==> src/rtl/pwm_seq_pkg.sv <==
// pwm_seq_pkg: shared types and constants for the PWM sequencer.
// Latency: n/a (declarations only).
// Backpressure: n/a.
package pwm_seq_pkg;

   // Field widths of a stored table entry; the sequencer's W / RPT_W must match these.
   localparam int SEQ_W     = 16;
   localparam int SEQ_RPT_W = 8;

   typedef enum logic [2:0] {
      IDLE     = 3'd0,
      INIT_TOP = 3'd1,
      INIT_CMP = 3'd2,
      INIT_CNT = 3'd3,
      RUN      = 3'd4,
      UPD_TOP  = 3'd5
   } state_e;

   // Load-bus select codes understood by the PWM counter.
   localparam logic [1:0] SEL_NONE = 2'b00;
   localparam logic [1:0] SEL_CMP  = 2'b01;
   localparam logic [1:0] SEL_TOP  = 2'b10;
   localparam logic [1:0] SEL_CNT  = 2'b11;

   typedef struct packed {
      logic [SEQ_W-1:0]     top;
      logic [SEQ_W-1:0]     cmp;
      logic [SEQ_RPT_W-1:0] rpt;
   } seq_entry_t;

   // A stored repeat count of zero still plays the entry for one period.
   function automatic logic [SEQ_RPT_W-1:0] rpt_fix(input logic [SEQ_RPT_W-1:0] r);
      return (r == '0) ? SEQ_RPT_W'(1) : r;
   endfunction

endpackage

==> src/rtl/pwm_seq_table.sv <==
// pwm_seq_table: DEPTH-entry register file holding the sequencer's (top, cmp, rpt) table.
// Latency: writes land at the clock edge; reads are combinational (same-cycle read sees old data).
// Backpressure: none; a write is accepted every cycle.
module pwm_seq_table
   import pwm_seq_pkg::*;
#(
   parameter int DEPTH = 8
) (
   input  logic                       clk,
   input  logic                       rst_n,
   input  logic                       we,
   input  logic [$clog2(DEPTH)-1:0]   waddr,
   input  seq_entry_t                 wdat,
   input  logic [$clog2(DEPTH)-1:0]   raddr,
   output seq_entry_t                 rdat
);

   seq_entry_t mem [DEPTH];

   // Storage: cleared on reset so an unprogrammed entry reads as all zero.
   always_ff @(posedge clk) begin
      if (!rst_n) begin
         for (int i = 0; i < DEPTH; i++) begin
            mem[i] <= '0;
         end
      end else if (we) begin
         mem[waddr] <= wdat;
      end
   end

   assign rdat = mem[raddr];

endmodule

==> src/rtl/pwm_seq_ctrl.sv <==
// pwm_seq_ctrl: walks a (top, cmp, repeat) table and reprograms the PWM counter only at period wraps.
// Latency: 3 cycles from start to the first PWM period; entry changes issue on the wrap cycle.
// Backpressure: none; stop is deferred to the next wrap and start is ignored while busy.
// Optional build macro: PWM_SEQ_PERIOD_CNT_EN adds the period_cnt output.
module pwm_seq_ctrl
   import pwm_seq_pkg::*;
#(
   parameter int W     = SEQ_W,
   parameter int DEPTH = 8,
   parameter int RPT_W = SEQ_RPT_W
) (
   input  logic                       clk,
   input  logic                       rst_n,
   input  logic                       cfg_we,
   input  logic [$clog2(DEPTH)-1:0]   cfg_addr,
   input  logic [W-1:0]               cfg_top,
   input  logic [W-1:0]               cfg_cmp,
   input  logic [RPT_W-1:0]           cfg_rpt,
   input  logic [$clog2(DEPTH):0]     seq_len,
   input  logic                       loop,
   input  logic                       start,
   input  logic                       stop,
   input  logic [W-1:0]               pwm_cnt,
   output logic [W-1:0]               pwm_d,
   output logic [1:0]                 pwm_sel,
   output logic                       busy,
   output logic [$clog2(DEPTH)-1:0]   idx,
   output logic                       done
`ifdef PWM_SEQ_PERIOD_CNT_EN
   ,
   output logic [31:0]                period_cnt
`endif
);

   localparam int AW = $clog2(DEPTH);

   state_e           state;
   logic [W-1:0]     cur_top;
   logic [W-1:0]     cur_cmp;
   logic [RPT_W-1:0] rpt_left;
   logic [AW:0]      len_q;
   logic             loop_q;
   logic             stop_pend;

   seq_entry_t       wr_ent;
   seq_entry_t       rd_ent;
   logic [AW-1:0]    rd_addr;
   logic [AW-1:0]    nxt_idx;
   logic [AW:0]      idx_inc;
   logic [AW:0]      len_clamped;
   logic             start_ok;
   logic             wrap;
   logic             last_ent;
   logic             last_rpt;
   logic             park;

   assign wr_ent = '{top: cfg_top, cmp: cfg_cmp, rpt: cfg_rpt};

   pwm_seq_table #(
      .DEPTH (DEPTH)
   ) u_table (
      .clk   (clk),
      .rst_n (rst_n),
      .we    (cfg_we),
      .waddr (cfg_addr),
      .wdat  (wr_ent),
      .raddr (rd_addr),
      .rdat  (rd_ent)
   );

   // Index arithmetic is one bit wider than idx so idx+1 can be compared against len directly.
   assign idx_inc     = {1'b0, idx} + (AW+1)'(1);
   assign last_ent    = (idx_inc == len_q);
   assign nxt_idx     = last_ent ? '0 : idx_inc[AW-1:0];
   // IDLE prefetches entry 0 for the start; otherwise the port looks one entry ahead.
   assign rd_addr     = (state == IDLE) ? '0 : nxt_idx;
   assign len_clamped = (seq_len > (AW+1)'(DEPTH)) ? (AW+1)'(DEPTH) : seq_len;

   assign start_ok = (state == IDLE) && start && (seq_len != '0);
   // Equality only: if a new top lands below cnt the counter self-clears, and the next wrap is seen normally.
   assign wrap     = (pwm_cnt == cur_top);
   assign last_rpt = (rpt_left == RPT_W'(1));
   assign park     = stop_pend || (last_rpt && last_ent && !loop_q);
   assign busy     = (state != IDLE);

   // Load-bus drive: a function of state, the current entry and the fed-back counter value.
   always_comb begin
      pwm_sel = SEL_NONE;
      pwm_d   = '0;
      case (state)
         INIT_TOP: begin
            pwm_sel = SEL_TOP;
            pwm_d   = cur_top;
         end
         INIT_CMP: begin
            pwm_sel = SEL_CMP;
            pwm_d   = cur_cmp;
         end
         INIT_CNT: begin
            pwm_sel = SEL_CNT;
            pwm_d   = '0;
         end
         RUN: begin
            if (wrap) begin
               if (park) begin
                  // Compare of zero holds the PWM output low once the sequence is over.
                  pwm_sel = SEL_CMP;
                  pwm_d   = '0;
               end else if (rpt_left > RPT_W'(1)) begin
                  pwm_sel = SEL_NONE;
               end else begin
                  // New cmp goes in on the wrap so it governs cnt=0 of the next period.
                  pwm_sel = SEL_CMP;
                  pwm_d   = rd_ent.cmp;
               end
            end
         end
         UPD_TOP: begin
            pwm_sel = SEL_TOP;
            pwm_d   = cur_top;
         end
         default: begin
            pwm_sel = SEL_NONE;
            pwm_d   = '0;
         end
      endcase
   end

   // Sequencer FSM: start/init loads, repeat counting, entry advance and graceful park.
   always_ff @(posedge clk) begin
      if (!rst_n) begin
         state     <= IDLE;
         cur_top   <= '0;
         cur_cmp   <= '0;
         rpt_left  <= '0;
         len_q     <= '0;
         loop_q    <= 1'b0;
         idx       <= '0;
         done      <= 1'b0;
         stop_pend <= 1'b0;
      end else begin
         done <= 1'b0;
         // A stop anywhere outside IDLE is remembered until the next wrap.
         if (stop && (state != IDLE)) begin
            stop_pend <= 1'b1;
         end
         case (state)
            IDLE: begin
               if (start_ok) begin
                  cur_top   <= rd_ent.top;
                  cur_cmp   <= rd_ent.cmp;
                  rpt_left  <= rpt_fix(rd_ent.rpt);
                  len_q     <= len_clamped;
                  loop_q    <= loop;
                  idx       <= '0;
                  stop_pend <= 1'b0;
                  state     <= INIT_TOP;
               end
            end
            INIT_TOP: state <= INIT_CMP;
            INIT_CMP: state <= INIT_CNT;
            INIT_CNT: state <= RUN;
            RUN: begin
               if (wrap) begin
                  if (park) begin
                     stop_pend <= 1'b0;
                     done      <= 1'b1;
                     state     <= IDLE;
                  end else if (rpt_left > RPT_W'(1)) begin
                     rpt_left <= rpt_left - RPT_W'(1);
                  end else begin
                     cur_top  <= rd_ent.top;
                     cur_cmp  <= rd_ent.cmp;
                     rpt_left <= rpt_fix(rd_ent.rpt);
                     idx      <= nxt_idx;
                     state    <= UPD_TOP;
                  end
               end
            end
            UPD_TOP: state <= RUN;
            default: state <= IDLE;
         endcase
      end
   end

`ifdef PWM_SEQ_PERIOD_CNT_EN
   // Period counter: counts every RUN wrap (the parking one too), saturating, restarted by each start.
   always_ff @(posedge clk) begin
      if (!rst_n) begin
         period_cnt <= '0;
      end else if (start_ok) begin
         period_cnt <= '0;
      end else if ((state == RUN) && wrap && (period_cnt != '1)) begin
         period_cnt <= period_cnt + 32'd1;
      end
   end
`endif

endmodule

==> config.mk <==
export PLATFORM = sky130hd
export DESIGN_NAME = pwm_seq_ctrl
export DESIGN_NICKNAME = d
export VERILOG_FILES = /design/src/rtl/pwm_seq_pkg.sv /design/src/rtl/pwm_seq_table.sv /design/src/rtl/pwm_seq_ctrl.sv
export SDC_FILE = /design/constraint.sdc
export NUM_CORES = 1
export LEC_CHECK = 0
export CORE_AREA = 4 4 193 195
export CTS_CLUSTER_SIZE = 40
export DETAILED_ROUTE_END_ITERATION = 8
export DIE_AREA = 0 0 197 199
export HOLD_SLACK_MARGIN = 0.03
export PLACE_DENSITY = 0.68
export SLEW_MARGIN = 40
export SYNTH_ARGS = -nofsm -noshare
export SYNTH_HDL_FRONTEND = slang
export SYNTH_HIERARCHICAL = 1
export SYNTH_SLANG_ARGS = --single-unit
==> constraint.sdc <==
create_clock -name clk -period 7.15 [get_ports clk]
set_input_delay 0.715 -clock clk [delete_from_list [all_inputs] [get_ports clk]]
set_output_delay 0.715 -clock clk [all_outputs]
set_load 0.02 [all_outputs]
==> results of run 1 <==
[stage by stage]
step	setup WS [ns]	util [%]	hold WS, ns	total power, W
6_report	1.57	57.4	0.461	0.00543
2_1_floorplan	2.56	-	0.436	0.00312
5_1_grt	1.35	57.4	0.481	0.00562
3_5_place_dp	2.08	53.5	0.452	0.00337
4_1_cts	1.58	57.3	0.461	0.00546
3_3_place_gp	1.39	53.1	0.444	0.00333
[report_power, final]
group | internal, W | total (W) | switching, W
Combinational | 0.000335 | 0.000746 | 0.000411
Clock | 0.00126 | 0.00211 | 0.000844
Sequential | 0.00251 | 0.00258 | 0.0000699
[state kept, by name, summed over array words and instances, names as in the netlist]
name,cells
u_table/mem,320
cur_cmp,16
cur_top,16
rpt_left,8
len_q,4
idx,3
state,3
done,1
loop_q,1
stop_pend,1
[cell type report]
class,instances,area (sq um)
timing repair buffer,124,1260
inverter,47,176
tap,461,577
clock buffer,53,1130
clock inverter,20,216
antenna,1,2.50
sequential,373,10700
multi-input combinational,752,6280
fill,2800,15100
[kinds of logic after synthesis]
family | share of synthesized area (%)
adders and majority gates | 0.215
and+or+nand+nor | 14.1
DFF | 61.0
xor gates and xnor gates | 1.15
buffers and inverters | 4.20
muxes | 16.5
AOI/OAI and AO/OA | 2.83
[layer usage]
metal | up-vias | share of wire (%)
met5 | - | 0
met4 | 0 | 2.7
met3 | 87 | 8.2
met2 | 497 | 49
met1 | 5674 | 40
li1 | 5110 | -
[final timing paths]
path / from / endpoint / slack (ns) / cells past startpoint
min: cur_cmp[5]$_SDFFE_PN0P_ / cur_cmp[5]$_SDFFE_PN0P_ / 0.46 / 2
max: idx[0]$_SDFFE_PN0P_ / pwm_d[13] / 1.57 / 14
min reg2reg: cur_cmp[5]$_SDFFE_PN0P_ / cur_cmp[5]$_SDFFE_PN0P_ / 0.46 / 2
max reg2reg: idx[0]$_SDFFE_PN0P_ / rpt_left[0]$_SDFFE_PN0P_ / 2.60 / 14
[worst reg2reg max path: stages, from the launching register on]
cell,delay [ns]
sky130_fd_sc_hd__dfxtp_1,0.52
sky130_fd_sc_hd__ha_1,0.31
sky130_fd_sc_hd__xor2_1,0.25
sky130_fd_sc_hd__or4b_1,0.53
sky130_fd_sc_hd__a31oi_1,0.29
sky130_fd_sc_hd__nand2b_1,0.33
sky130_fd_sc_hd__nor2_4,0.13
sky130_fd_sc_hd__buf_8,0.19
sky130_fd_sc_hd__buf_12,0.18
sky130_fd_sc_hd__mux4_1,0.48
sky130_fd_sc_hd__mux2_2,0.31
sky130_fd_sc_hd__or4_1,0.52
sky130_fd_sc_hd__nor4_1,0.18
sky130_fd_sc_hd__o211ai_1,0.11
sky130_fd_sc_hd__a21oi_1,0.17
[cells in the mapped netlist (all sizes together) (10+ instances only)]
master	n
clkinv	40
nand2	121
edfxtp	320
dfxtp	53
a22oi	16
mux2	40
xor2	20
mux4	80
mux2i	34
buf	25
nor2	20
nor3	324
clkbuf	93
o21ai	13
a21oi	10
==> out/results.txt, run 1 <==
The run finished with clean final reports. Global routing used 37.7% of the available met2 tracks. The number of flops mapped to enable cells by yosys came out at 320.

The pin slew with the least headroom to its limit is 0.871 ns, and the post-route clock period utilization is 78.0%. Among the stages of the critical path, the cell type that occurs most often is sky130_fd_sc_hd__nand2_1. The largest net degree at the start of global routing is 165, and the number of antenna violations at the first check in global routing is 0. The post-route standard cell area excluding fillers was 0.0203 sq mm. For this block, the initial DRC count from the detailed router was 1,077. The run gives 0 as the remaining global-route overflow. Clock tree synthesis inserted a total of 40 buffers. In the synthesized netlist, the number of instances is 1,290. The tools report the total via count in the routed design as 11.4k. The clock-pin slew on the worst setup and hold paths is 0.06 ns, and the horizontal die dimension is 197 microns. In this run the vertical extent of the chip is 199 microns.

The worst setup path is of the reg2out kind. The tools report the element type at the critical path start as a flop. For this design the static power due to leakage is 6.73 nW. The tools report the post-CTS setup buffer count as 0. The critical path contains buffers and inverters numbering 4 combined. Timing would allow up to 179 MHz. Leaving out fill and tap cells, the most frequent cells in the layout are 322 x sky130_fd_sc_hd__nor3_1, 320 x sky130_fd_sc_hd__edfxtp_1, 120 x sky130_fd_sc_hd__nand2_1. In the global route stage, overall resource usage came out at 22.6%.

TritonCTS built the clock tree. Clock latency on the worst-skew pair, taken at its later pin, is 0.53 ns. The run gives 0 as the total count of max-transition violations in the final report. The worst path arrival time was 4.86 ns.

The count of buffers inserted at the top-level ports is 91. Setup violations remaining at the end of the flow were counted as 0. The net count after synthesis is 1,362, and the number of distinct library cells after synthesis is 59.

The quantity of hold-fixing buffers added after cts is 0, and the total iterations of the first detailed-routing run is 6. The detailed-route wire length per cell is 24.5 microns, and the final number of hold-violating endpoints is 0. For the peak supply drop, the log shows 206 uV.

The run gives 68,300 microns as the wire length of the first global-routing pass. The largest individual stage delay along the critical path comes from the cell sky130_fd_sc_hd__clkdlybuf4s50_1. In this run the deepest clock path goes through 3 buffers.

The area share of the largest cell type after synthesis came out at 54.9%. The layer flagged by global routing as most heavily used is met2. Counting tap cells, the placed design contains a total of 1,756 instances.

The leading cell type in the layout, fill and taps excluded is sky130_fd_sc_hd__nor3_1. The area growth from synthesis to layout is 16.1%. The tools report the buffer cell driving the clock tree root as sky130_fd_sc_hd__clkbuf_16. Among all flip-flop cells after synthesis, the most frequent one is sky130_fd_sc_hd__edfxtp_1. At the end of routability-driven placement, the weighted congestion stood at 0.836. Cells with a size suffix above 1 make up 12.3% of the layout.

The worst hold path belongs to the class reg2reg. The full die area was 0.0392 sq mm. After synthesis, the share of flip-flops with an asynchronous set or reset is 0%.

In the final design database the tool counted 1,410 nets. Between clock sinks in the finished design, the worst skew comes to 0.0158 ns. Headroom to the max-slew limit came out at 41.9%. The detail route stage leaves a number of antenna-violating nets equal to 0. After synthesis the netlist holds a flip-flop and latch count of 373. The effective utilization at floorplan came out at 49.4%. The logs give 0.0189 sq mm for the area after detailed placement and 0 for the total of max-cap violations. The post-synth design cell area came out at 0.0175 sq mm. The highest fanout seen on the critical path is 12, and the final wirelength is 44,800 microns.

Mean area per synthesized cell: 13.6 sq um. Sequential cells were found to cover 61.0% of the synthesized design area. For this run, the slowest stage of the critical path takes 0.55 ns.

After detailed routing, the number of remaining DRC violations is 0. Summed over all failing endpoints, the final setup total negative slack is 0 ns. STA classifies the critical path endpoint as an output port. Top cell type by total area after synthesis: sky130_fd_sc_hd__edfxtp_1.

For the area of the core region, the log shows 0.0354 sq mm. After clock tree synthesis, the repair step resized 0 gates. At the worst endpoint, the required time is 6.43 ns. In the global route stage, met1 resource usage came out at 31.0%. The run gives 92 as the top-level I/O count.

The H-tree generated during clock tree synthesis spans 2 levels. The kind of cell with the highest combined delay along the critical path is simple AND/OR/NAND/NOR gates. Summed over all nets, the half-perimeter wirelength after detailed placement is 26,000 microns. Setup repair after global routing left no endpoint under its margin. The number of rows created at floorplan is 69, and the shortest clock period the worst path allows after layout is 5.58 ns. In this run the power density over the cells is 267 mW/mm^2.

The clock drives 373 sinks. The critical path goes through ha_1 > xor2_1 > or4b_1 > a31oi_1 > nand2b_1 > nor2_4 > buf_8 > buf_16 > buf_4 > mux4_1 > mux2_2 > nand2_1 > nand2_1 > clkdlybuf4s50_1. Using the TritonRoute via totals, the vias-per-cell ratio works out to 6.21. Excluding fillers, the count of instances in the completed layout stands at 1,831. Yosys printed 6 warnings.

After synthesis, the cell types taking the most area are sky130_fd_sc_hd__edfxtp_1 55%, sky130_fd_sc_hd__mux4_1 12%, sky130_fd_sc_hd__nor3_1 9.2%. For met3 alone, demand over resource in global routing was 3.95%. The via count of the first global-routing pass is 11.5k.
Power figures use the tool's default switching activity.
==> inputs of run 2 (changes only) <==
--- a/config.mk
+++ b/config.mk
@@ -10,7 +10,7 @@
 export DETAILED_ROUTE_END_ITERATION = 8
 export DIE_AREA = 0 0 197 199
 export HOLD_SLACK_MARGIN = 0.03
-export PLACE_DENSITY = 0.68
+export PLACE_DENSITY = 0.7
 export SLEW_MARGIN = 40
 export SYNTH_ARGS = -nofsm -noshare
 export SYNTH_HDL_FRONTEND = slang
==> constraint.sdc (replaced) <==
create_clock -name clk -period 4.5 [get_ports clk]
set_input_delay 0.45 -clock clk [delete_from_list [all_inputs] [get_ports clk]]
set_output_delay 0.45 -clock clk [all_outputs]
set_load 0.02 [all_outputs]
==> out/results.txt, run 2 (synthesized netlist as in run 1, its figures left out) <==
The detailed placer's ending HPWL was 25,700 microns; the initial DRC count was 972. The final critical path takes up 95.9% of the cycle. Setup repair after global routing left no endpoint under its margin. The run gives 0.00624 W as the cell-internal power. The run gives 0.795 as the final weighted congestion of routability-driven global placement. Power spread over the standard cell area amounts to 412 mW/mm^2.

Maximum clock insertion buffer count: 3. The cell that appears most often on the critical path is sky130_fd_sc_hd__nand2_1. The count of nets left with antenna violations once routing finished came out at 0. The run gives 2,836 as the count of filler cells inserted in the layout. During placement, the flow inserted port buffers numbering 91. Combinational logic is responsible for 14.1% of the overall power. The number of buffers created by CTS is 39, and the quantity of hold-fixing buffers added after cts is 0. The floorplan has 69 rows. The top cell types in the final layout, fill and taps aside, are 322 x sky130_fd_sc_hd__nor3_1, 320 x sky130_fd_sc_hd__edfxtp_1, 120 x sky130_fd_sc_hd__nand2_1.

Cells with a size suffix above 1 make up 12.0% of the layout. The largest register by flop count was u_table/mem. The detailed-route wire length per cell is 25.0 microns, and the clock network fraction of design power is 36.6%.

Headroom to the max-slew limit came out at 41.6%. Final number of hold-violating endpoints: 0. The element type at the critical path start is a flop.

For the number of diodes added for antenna fixing, the log shows 0. The run gives 11.5k as the total via count in the routed design. The largest net degree at the start of global routing came out at 165.

The run gives 0 as the total setup violations reported at the end of the flow. Final wirelength: 45,800 microns. The final layout contains 1,414 nets.

The wire length on met1 came out at 18,500 microns. Wire segments on met3 add up to 3960 microns in the final route. Per report_power, the sequential group accounts for 49.3% of the total. The largest registers in the layout are u_table/mem: 320 flops, cur_cmp: 16 flops, cur_top: 16 flops.

The run gives 0.00207 W as the net switching power. On the critical path the largest part of the delay comes from simple AND/OR/NAND/NOR gates. The height of the die is 199 microns.

The cell sitting at the root of the clock tree is a sky130_fd_sc_hd__clkbuf_16. The pin slew with the least headroom to its limit was 0.876 ns; the clock-pin slew on the worst setup and hold paths was 0.06 ns. The remaining global-route overflow is 0, and the full die area is 0.0392 sq mm. After routing, the total negative slack on setup checks comes to 0 ns.

The number of buffers and inverters on the critical path is 2. The largest individual stage delay along the critical path comes from the cell sky130_fd_sc_hd__or4b_4. The shortest clock period the worst path allows after layout was 4.32 ns. At the worst endpoint, the required time is 4.05 ns. TritonCTS built the clock tree. For this run, the slowest stage of the critical path takes 0.51 ns. The via count of the first global-routing pass is 11.8k. In this run the top signal layer used is met4.

The leakage power figure is 6.72 nW, and the worst path arrival time is 3.87 ns. The worst setup path is of the reg2out kind. The layout-stage area growth over the synthesis result works out to 15.3%. The effective utilization at floorplan is 49.4%. Class of the worst hold path: in2reg.

The run gives 22,200 microns as the amount of wire on met2 after detailed routing. The tool flagged a number of max-cap violations equal to 0. The first TritonRoute pass finished after 7 iterations.

At the end of the flow the core is filled with cells to 57.0%. The clock latency of the later-clocked register in the worst-skew pair was 0.55 ns. For this run, the total global-route usage over all layers was measured as 23.1%. The H-tree was split into 2 levels. The region available for standard cell placement spans 0.0354 sq mm. The top-level I/O count came out at 92. Traced cell by cell, the critical path runs through ha_2 > xor2_2 > or4b_4 > a31oi_2 > nand2b_4 > nor2_4 > buf_6 > mux4_1 > mux2_2 > nand2_1 > nand2_1 > dlygate4sd2_1.

The library cell used most frequently in the layout, excluding fill and tap cells, is sky130_fd_sc_hd__nor3_1. In this run the horizontal extent of the chip is 197 microns. The flow ran to the end, and the final reports show no timing, DRC or antenna violations. The kind of end point of the critical path is an output port. The total count of max-transition violations in the final report came out at 0. The first global-routing pass estimated 69,800 microns of wire. VDD sags by at most 311 uV. The via density per instance was 6.28. In the routed design, unresolved DRC markers number 0. Derived from the worst setup path, the maximum achievable clock frequency is 232 MHz. Net switching is 24.9% of the power.

The highest fanout seen on the critical path was 24. For the number of clock sinks seen by CTS, the log shows 373. The register with the most flip-flops in the layout has 320 of them. The logs give 0 for the number of antenna violations at the first check in global routing and 0.0268 ns for the largest clock skew in the final design.
## run 2: cell types whose count changed in the layout (fill, tap and decap cells not counted), moves of 5 or more
cell                              before  now
sky130_fd_sc_hd__dlygate4sd2_1         0   16
sky130_fd_sc_hd__clkdlybuf4s50_1      90   74
sky130_fd_sc_hd__clkbuf_1              7   17
sky130_fd_sc_hd__buf_12                2    8
sky130_fd_sc_hd__clkinv_2              7    2
sky130_fd_sc_hd__buf_4                23   28
## run 2: repair_timing
action	4_1_cts	5_1_grt
endpoints found under the setup margin	16	16
resized for setup	19	4
buffers inserted	2	0
pin swaps	1	0
cloned	1	0
## run 2: final timing paths
check | startpoint | to | slack, ns | cells past startpoint
max | idx[1]$_SDFFE_PN0P_ | pwm_d[15] | 0.18 | 12
min | rst_n | rpt_left[5]$_SDFFE_PN0P_ | 0.33 | 2
max reg2reg | idx[1]$_SDFFE_PN0P_ | rpt_left[0]$_SDFFE_PN0P_ | 0.54 | 15
min reg2reg | cur_cmp[6]$_SDFFE_PN0P_ | cur_cmp[6]$_SDFFE_PN0P_ | 0.46 | 2
## run 2: area by class of cell
cell class | count | area, sq um | share of cell area [%]
clock buffers | 62 | 1130 | 5.62
clock inverters | 8 | 57.6 | 0.285
inverters | 47 | 176 | 0.874
multi-input cells | 753 | 6290 | 31.2
flip-flops and latches | 373 | 10700 | 52.9
well taps | 461 | 577 | 2.86
repair buffers | 128 | 1270 | 6.31
## run 2: through the flow
step | hold slack [ns] | std cells | instance area [sq um] | total power (W) | worst slack, ns
after floorplan | 0.436 | 1290 | 17500 | 0.00496 | 0.179
after global placement | 0.446 | 1759 | 18900 | 0.00529 | 0.344
after detailed placement | 0.453 | 1759 | 18900 | 0.00533 | 0.229
after CTS | 0.310 | 1832 | 20200 | 0.00834 | 0.0580
after global routing | 0.330 | 1832 | 20200 | 0.00859 | 0.0565
final | 0.329 | 1832 | 20200 | 0.00831 | 0.184
## run 2: power by group through the flow
stage          Sequential, W  Combinational, W  Clock (W)
6_report             0.00410           0.00117    0.00304
5_1_grt              0.00412           0.00125    0.00322
4_1_cts              0.00410           0.00117    0.00308
3_5_place_dp         0.00417           0.00116          0
3_3_place_gp         0.00415           0.00114          0
2_1_floorplan        0.00413          0.000830          0
## run 2: per-layer routing
metal / vias up / global-route usage, %
met5: - / 0
met4: 0 / 6.24
met3: 82 / 4.64
met2: 558 / 38.7
met1: 5763 / 31.2
li1: 5099 / -
